File: src/rtl/decode_ctrl.sv
// Decode-stage sequencer: one-entry stage register between fetch and execute.
// Classifies the held word, forwards legal words and traps illegal opcodes.
module decode_ctrl #(
    parameter int XLEN  = 32,
    parameter int CNT_W = 8
) (
    input  logic             clk,
    input  logic             rst_n,
    input  logic             flush,
    input  logic             if_valid,
    output logic             if_ready,
    input  logic [XLEN-1:0]  if_instr,
    input  logic [XLEN-1:0]  if_pc,
    output logic [XLEN-1:0]  imm_instr,
    input  logic [XLEN-1:0]  imm_value,
    output logic             id_valid,
    input  logic             id_ready,
    output logic [XLEN-1:0]  id_instr,
    output logic [XLEN-1:0]  id_pc,
    output logic [XLEN-1:0]  id_imm,
    output logic [2:0]       id_fmt,
    output logic [XLEN-1:0]  id_target,
    output logic             trap_valid,
    output logic [XLEN-1:0]  trap_instr,
    input  logic             trap_ack,
    output logic [CNT_W-1:0] illegal_cnt
);

    typedef enum logic [1:0] {
        IDLE,
        FULL,
        TRAP
    } state_t;

    localparam logic [2:0] FMT_R = 3'd0;
    localparam logic [2:0] FMT_I = 3'd1;
    localparam logic [2:0] FMT_S = 3'd2;
    localparam logic [2:0] FMT_B = 3'd3;
    localparam logic [2:0] FMT_U = 3'd4;
    localparam logic [2:0] FMT_J = 3'd5;

    localparam logic [6:0] OP_LUI    = 7'b0110111;
    localparam logic [6:0] OP_AUIPC  = 7'b0010111;
    localparam logic [6:0] OP_JALR   = 7'b1100111;
    localparam logic [6:0] OP_LOAD   = 7'b0000011;
    localparam logic [6:0] OP_IMM    = 7'b0010011;
    localparam logic [6:0] OP_STORE  = 7'b0100011;
    localparam logic [6:0] OP_BRANCH = 7'b1100011;
    localparam logic [6:0] OP_JAL    = 7'b1101111;
    localparam logic [6:0] OP_REG    = 7'b0110011;

    // Opcode is a recognised base-ISA format
    function automatic logic is_legal(input logic [6:0] op);
        case (op)
            OP_LUI, OP_AUIPC, OP_JALR, OP_LOAD, OP_IMM,
            OP_STORE, OP_BRANCH, OP_JAL, OP_REG: is_legal = 1'b1;
            default:                             is_legal = 1'b0;
        endcase
    endfunction

    // Format code of an opcode; unrecognised opcodes read as R
    function automatic logic [2:0] fmt_of(input logic [6:0] op);
        case (op)
            OP_LUI, OP_AUIPC:         fmt_of = FMT_U;
            OP_JALR, OP_LOAD, OP_IMM: fmt_of = FMT_I;
            OP_STORE:                 fmt_of = FMT_S;
            OP_BRANCH:                fmt_of = FMT_B;
            OP_JAL:                   fmt_of = FMT_J;
            default:                  fmt_of = FMT_R;
        endcase
    endfunction

    state_t            state;
    logic [XLEN-1:0]   instr_q;
    logic [XLEN-1:0]   pc_q;
    logic [CNT_W-1:0]  cnt_q;
    logic              id_valid_q;
    logic              trap_valid_q;
    logic              accept;
    logic              take_imm;
    logic [2:0]        fmt;

    assign if_ready = !flush
                   && ((state == IDLE) || ((state == FULL) && id_ready));
    assign accept   = if_valid && if_ready;

    assign fmt      = fmt_of(instr_q[6:0]);
    assign take_imm = (fmt == FMT_B) || (fmt == FMT_J)
                   || (instr_q[6:0] == OP_AUIPC);

    assign imm_instr   = instr_q;
    assign id_instr    = instr_q;
    assign id_pc       = pc_q;
    assign id_fmt      = fmt;
    assign trap_instr  = instr_q;
    assign id_valid    = id_valid_q;
    assign trap_valid  = trap_valid_q;
    assign illegal_cnt = cnt_q;

    // Immediate and target derive from the held word; sum wraps at XLEN
    always_comb begin
        id_imm    = (fmt == FMT_R) ? '0 : imm_value;
        id_target = pc_q + (take_imm ? id_imm : XLEN'(4));
    end

    // Stage register, state machine and saturating illegal counter
    always_ff @(posedge clk) begin
        if (!rst_n) begin
            state        <= IDLE;
            id_valid_q   <= 1'b0;
            trap_valid_q <= 1'b0;
            instr_q      <= XLEN'(32'h0000_0013);
            pc_q         <= '0;
            cnt_q        <= '0;
        end else if (flush) begin
            state        <= IDLE;
            id_valid_q   <= 1'b0;
            trap_valid_q <= 1'b0;
        end else if (accept) begin
            instr_q <= if_instr;
            pc_q    <= if_pc;
            if (is_legal(if_instr[6:0])) begin
                state        <= FULL;
                id_valid_q   <= 1'b1;
                trap_valid_q <= 1'b0;
            end else begin
                state        <= TRAP;
                id_valid_q   <= 1'b0;
                trap_valid_q <= 1'b1;
                if (cnt_q != {CNT_W{1'b1}})
                    cnt_q <= cnt_q + CNT_W'(1);
            end
        end else begin
            case (state)
                FULL: begin
                    if (id_ready) begin
                        state      <= IDLE;
                        id_valid_q <= 1'b0;
                    end
                end
                TRAP: begin
                    if (trap_ack) begin
                        state        <= IDLE;
                        trap_valid_q <= 1'b0;
                    end
                end
                default: ;
            endcase
        end
    end

endmodule

File: config.mk
export PLATFORM = sky130hd
export DESIGN_NAME = decode_ctrl
export DESIGN_NICKNAME = d
export VERILOG_FILES = /design/src/rtl/decode_ctrl.sv
export SDC_FILE = /design/constraint.sdc
export NUM_CORES = 1
export LEC_CHECK = 0
export CAP_MARGIN = 20
export CORE_UTILIZATION = 36
export DETAILED_ROUTE_END_ITERATION = 7
export PLACE_DENSITY = 0.78
export SETUP_SLACK_MARGIN = 0.02
export SYNTH_ARGS = -nofsm -noshare
export SYNTH_HDL_FRONTEND = slang
export SYNTH_SLANG_ARGS = --single-unit
File: constraint.sdc
create_clock -name clk -period 4.18 [get_ports clk]
set_input_delay 0.836 -clock clk [delete_from_list [all_inputs] [get_ports clk]]
set_output_delay 0.836 -clock clk [all_outputs]
set_load 0.01 [all_outputs]
Yosys cells after proc, flatten, opt, wreduce, memory -nomap -nowiden --
Cells that the tools add are included.
Storage, ports and cells: bits in registers 76, input bits 102, logic and storage cells 78
Operators by class: $add $sub $neg 2, multiplexer cells 20, reduce and logical (&&, ||, !) cells 23, bitwise gates (word level) 3, eq/ne operators 24
Operators with widths (number):
- $mux 32 | 2
- $eq 7x7->1 const B | 6
- $eq 7x6->1 const B | 5
- $add 32x32->32 | 1
- $eq 7x5->1 const B | 4
- $pmux 3 s5 | 1
- $eq 7x2->1 const B | 2
- $mux 1 | 12
- $reduce_or 9->1 | 1
- $add 8x1->8 const B | 1
- $mux 2 | 4
- $ne 8x8->1 const B | 1
- $reduce_bool 2->1 | 4
- $ne 3x3->1 const B | 2
- $reduce_and 2->1 | 3
- $pmux 2 s2 | 1
- $reduce_and 4->1 | 1
- $reduce_or 2->1 | 2
- $eq 3x2->1 const B | 1
- $eq 3x3->1 const B | 1
- $logic_and 1x1->1 | 3
- $logic_not 3->1 | 1
- $logic_or 1x1->1 | 3
- $not 1->1 | 3
- 7 further kinds | 7

Logic depth before layout (Yosys ltp) --
depth in word-level cells 10, gate-level depth with buffers 16

Least setup slack after synthesis --
No wires, ideal clock.
kind register to output, from register instr_q[5] (netlist: id_instr[5]), to output id_target[24], setup slack -393 ps, path buffers 2, arrival 3737 ps, cell stages (with the launch flop) 16, cells stage by stage dfxtp_1 mux2_1 or3_1 a21oi_1 clkbuf_1 and2_1 and2_1 ha_1 buf_2 a21oi_1 o21ai_1 a211o_1 a221oi_1 nand3_1 o21a_1 o311ai_1
RTL lines:
- start: declaration | line 74 | logic [XLEN-1:0] instr_q;
- start signal: assignment | line 112 | instr_q <= XLEN'(32'h0000_0013);
- start signal: assignment | line 120 | instr_q <= if_instr;
- $eq 7x7->1 (tied with other cells) | line 63 | case (op)
- $reduce_or 3->1 or $reduce_or 2->1 (tied branches) | line 63
- $pmux 3 s5 (*) | line 63
- $logic_not 3->1 (*) | line 102 | id_imm = (fmt == FMT_R) ? '0 : imm_value;
- $mux 32 (*) | line 102
- named net id_imm[15] | line 20 | output logic [XLEN-1:0] id_imm,
- $mux 32 (*) | line 103 | id_target = pc_q + (take_imm ? id_imm : XLEN'(4));
- $add 32x32->32 (*) | line 103
- end: declaration | line 22 | output logic [XLEN-1:0] id_target,
The timed path passes the listed nets; every way through them passes the cells marked *.

Worst setup path after layout --
from register instr_q[5] (netlist: id_instr[5]), to output id_target[29]
Between the ends: word-level cells in the longest chain between the ends 8
Ends and longest elaborated chain:
- $eq 7x7->1 (tied with other cells) | line 63
- $reduce_or 3->1 or $reduce_or 2->1 (tied branches) | line 63
- $pmux 3 s5 | line 63
- $eq 3x2->1 or $eq 3x3->1 (tied branches) | line 88 | assign take_imm = (fmt == FMT_B) || (fmt == FMT_J)
- $logic_or 1x1->1 | line 88
- $logic_or 1x1->1 | line 89 | || (instr_q[6:0] == OP_AUIPC);
- $mux 32 (*) | line 103
- $add 32x32->32 (*) | line 103
Mark *: on every way between the ends. The rest lies on a longest branch, timed or not.

==> flow_summary_export.csv <==
group,metric,value,unit
outcome,status,"finished with violations",
outcome,violations,"negative setup slack",
floorplan,coreArea,15300,µm²
pwr,power,2.58,mW
timing,fin_crit,4.97,ns
floorplan,die_area,16200,µm²
placement,dpl.cell_count,1293,
floorplan,die_x,127,µm
route,drt_iter0_drc,592,
clock_network,cts.htree.levels,3,
logic_synthesis,ys_async_sr_fraction,0,%
timing,max_freq,0.201,GHz
placement,dpl.hpwl,15.6,mm
critical_path,path_class,"reg2out",
clock_network,cts_root_buf,"clkbuf_16",
pwr,peakVddDrop,0.000221,V
route,via_count,7068,
clock_network,cts_buffers,9,
clock_network,path_clk_slew,0.06,ns
clock_network,cts.sinks,76,
clock_network,insertion_delay,0.35,ns
critical_path,worst-path-max-fanout,7,
clock_network,clock_path_buffers,2,
final_layout,postLayoutCellArea,10800,µm²
timing,setup_violations,26,
placement,placed_area,9510,µm²
final_layout,nets,1259,
floorplan,ios,308,
timing,finalClockSkew,0.00777,ns
logic_synthesis,netlist_instances,745,
timing,slew-limit-headroom,37.6,%
logic_synthesis,ys_warn_count,0,
route,viasPerCell,5.27,
global_route,grt_overflow_total,0,
logic_synthesis,synth_cell_types,57,
route,drtAntennaViolNets,0,
floorplan,num_rows,45,
floorplan,initial_core_util,37.0,%
global_route,grt_antenna_before_repair,1,
logic_synthesis,yosysTopAreaCellShare,26.9,%
route,firstDrtPassIters,5,
logic_synthesis,synth_area,5650,µm²
floorplan,die_h,127,µm
final_layout,stdcell_count,1340,
global_route,grtUsageTotal,27.0,%
logic_synthesis,synth_edf_count,0,
min_path,hold_class,"reg2reg",
logic_synthesis,synth_flop_cell,"dfxtp_1",
logic_synthesis,synth_top_cell_by_area,"dfxtp_1",
pwr,powerDensity,238,nW/µm²
logic_synthesis,synth_nets,880,
logic_synthesis,ys_ff_latch,76,
timing,hold_viol_final,0,
route,drc,0,
timing,hold-worst-slack,0.489,ns
critical_path,critPathRequiredTime,3.34,ns
logic_synthesis,ys_seq_area_share,26.9,%
global_route,grt_max_degree,68,
global_route,grt_pass1_wl,34.4,mm
logic_synthesis,avgSynthCellArea,7.58,µm²
clock_network,cts_tree,"done",
placement,dp_slack,-0.705,ns
placement,numPortBuffers,307,
route,wl_per_cell,18.0,µm
run,maxCapViolCount,0,
logic_synthesis,synth_area_leaders,"dfxtp_1 27%, nand2_1 11%, buf_4 8.8%",
critical_path,crit_path_start_kind,"flop",
timing,rsz0062_at_grt,"yes",
pwr,p_leak,4.52,nW
route,routed_wl,24.1,mm
placement,globalplace.congestion,0.898,
final_layout,area_growth_syn_to_layout,91.9,%
timing,period_share,119,%
critical_path,cp-end-kind,"primary output",
timing,setup_slack,-0.792,ns
timing,tightest_slew,0.935,ns
clock_network,hold_buffers,0,
global_route,grt_pass1_vias,6680,
final_layout,drive_above_1_share,30.5,%
timing,slew_violations,0,
critical_path,arrival,4.14,ns
==> state kept, by name (all words and copies together), names as in the netlist <==
| name | flops |
|---|---|
| id_pc | 32 |
| id_valid | 1 |
| trap_valid | 1 |
| state | 2 |
| illegal_cnt | 8 |
| id_instr | 32 |
==> critical path, stage by stage (launching register included) <==
cell and delay (ns):
dfxtp_4 0.34, mux2_4 0.28, or3_4 0.38, a21oi_4 0.20, buf_12 0.15, and2_4 0.14, and2_1 0.18, ha_4 0.18
nand3_4 0.09, or3_4 0.39, o211a_4 0.26, a31oi_4 0.27, nor3_2 0.09, buf_4 0.15, o41ai_4 0.29, xor2_1 0.22
buf_2 0.17
==> cells in the mapped netlist, drive strengths merged, types with 2 or more instances <==
library cell,count
or3,5
dfxtp,76
o211ai,3
o21a,9
a21oi,37
nand2,163
nand3,9
a21boi,62
and2,71
nand4,6
clkbuf,25
nand2b,8
xnor2,20
buf,73
nand3b,2
a21o,9
nor3b,2
ha,32
a31oi,3
and3,6
nor2,26
o21bai,5
o2111ai,4
a211oi,3
o311ai,2
a221oi,2
xor2,13
inv,14
nor2b,3
o21ai,23
a211o,5
nor3,7
==> kinds of logic (layout without fill, tap and decap cells) <==
kind of cell             count (synthesis)  in the layout  synth area share, %
flip-flops                              76             76                 26.9
adder cells (fa/ha/maj)                 33             33                 7.44
other                                    0              1                    0
XOR/XNOR                                33             33                 5.12
buffers and inverters                  112            495                 11.9
AND/OR/NAND/NOR                        313            313                 26.5
AO/OA/AOI/OAI                          176            176                 21.7
multiplexers                             2              2                0.377
==> path summary, 6_finish.rpt <==
check / cells past startpoint / end / startpoint / slack, ns
setup / recovery: 16 / id_target[29] / id_instr[5] / -0.79
hold / removal: 2 / id_instr[21] / id_instr[21] / 0.49
setup reg to reg: 5 / id_pc[11] / state[0] / 2.24
hold reg to reg: 2 / id_instr[21] / id_instr[21] / 0.49
==> what timing repair did <==
item                                    in CTS  in global routing
endpoints found under the hold margin        0                  0
cloned                                       2                  0
setup buffers                               28                  7
endpoints found under the setup margin      29                 28
pin swaps                                   53                 34
gates resized for setup                    219                 54
==> placed cells by master (no fill, tap or decap), types with 10 or more instances in the layout <==
cell type / count
and2_1: 37
nand2_1: 154
clkbuf_16: 10
a21boi_1: 46
buf_4: 134
inv_1: 11
nor2_1: 21
ha_4: 24
buf_2: 28
a21oi_1: 22
clkdlybuf4s50_1: 276
a21boi_0: 15
xnor2_1: 16
xor2_1: 11
buf_6: 15
dfxtp_1: 75
and2_4: 33
==> power by group <==
group	switching (mW)	internal (mW)
combinational	0.341	0.496
clock	0.335	0.619
sequential	0.0374	0.755
total	0.713	1.87
==> final cells by class <==
| type | count | area [µm²] |
|---|---|---|
| inverters | 14 | 52.6 |
| multi-input cells | 557 | 4330 |
| repair buffers | 466 | 4300 |
| well taps | 211 | 264 |
| diodes | 1 | 2.50 |
| clock inverters | 5 | 108 |
| fillers | 1104 | 4420 |
| clock buffers | 10 | 250 |
| flip-flops and latches | 76 | 1530 |
==> per-stage QoR <==
| stage | utilization (%) | TNS, ns |
|---|---|---|
| detailed placement | 62.3 | -12.08 |
| CTS | 69.3 | -11.11 |
| floorplan | - | -0.0842 |
| finish | 71.0 | -12.60 |
| global placement | 62.3 | -10.98 |
| global route | 71.0 | -15.81 |
==> per-layer routing <==
metal,vias to the layer above,GRT usage (%),wire (µm)
met5,-,0,0
met2,387,48.8,12100
met3,84,4.82,1680
met1,3381,31.5,9310
met4,0,10.9,990
li1,3216,-,-
(Power assumes the default switching activity.)
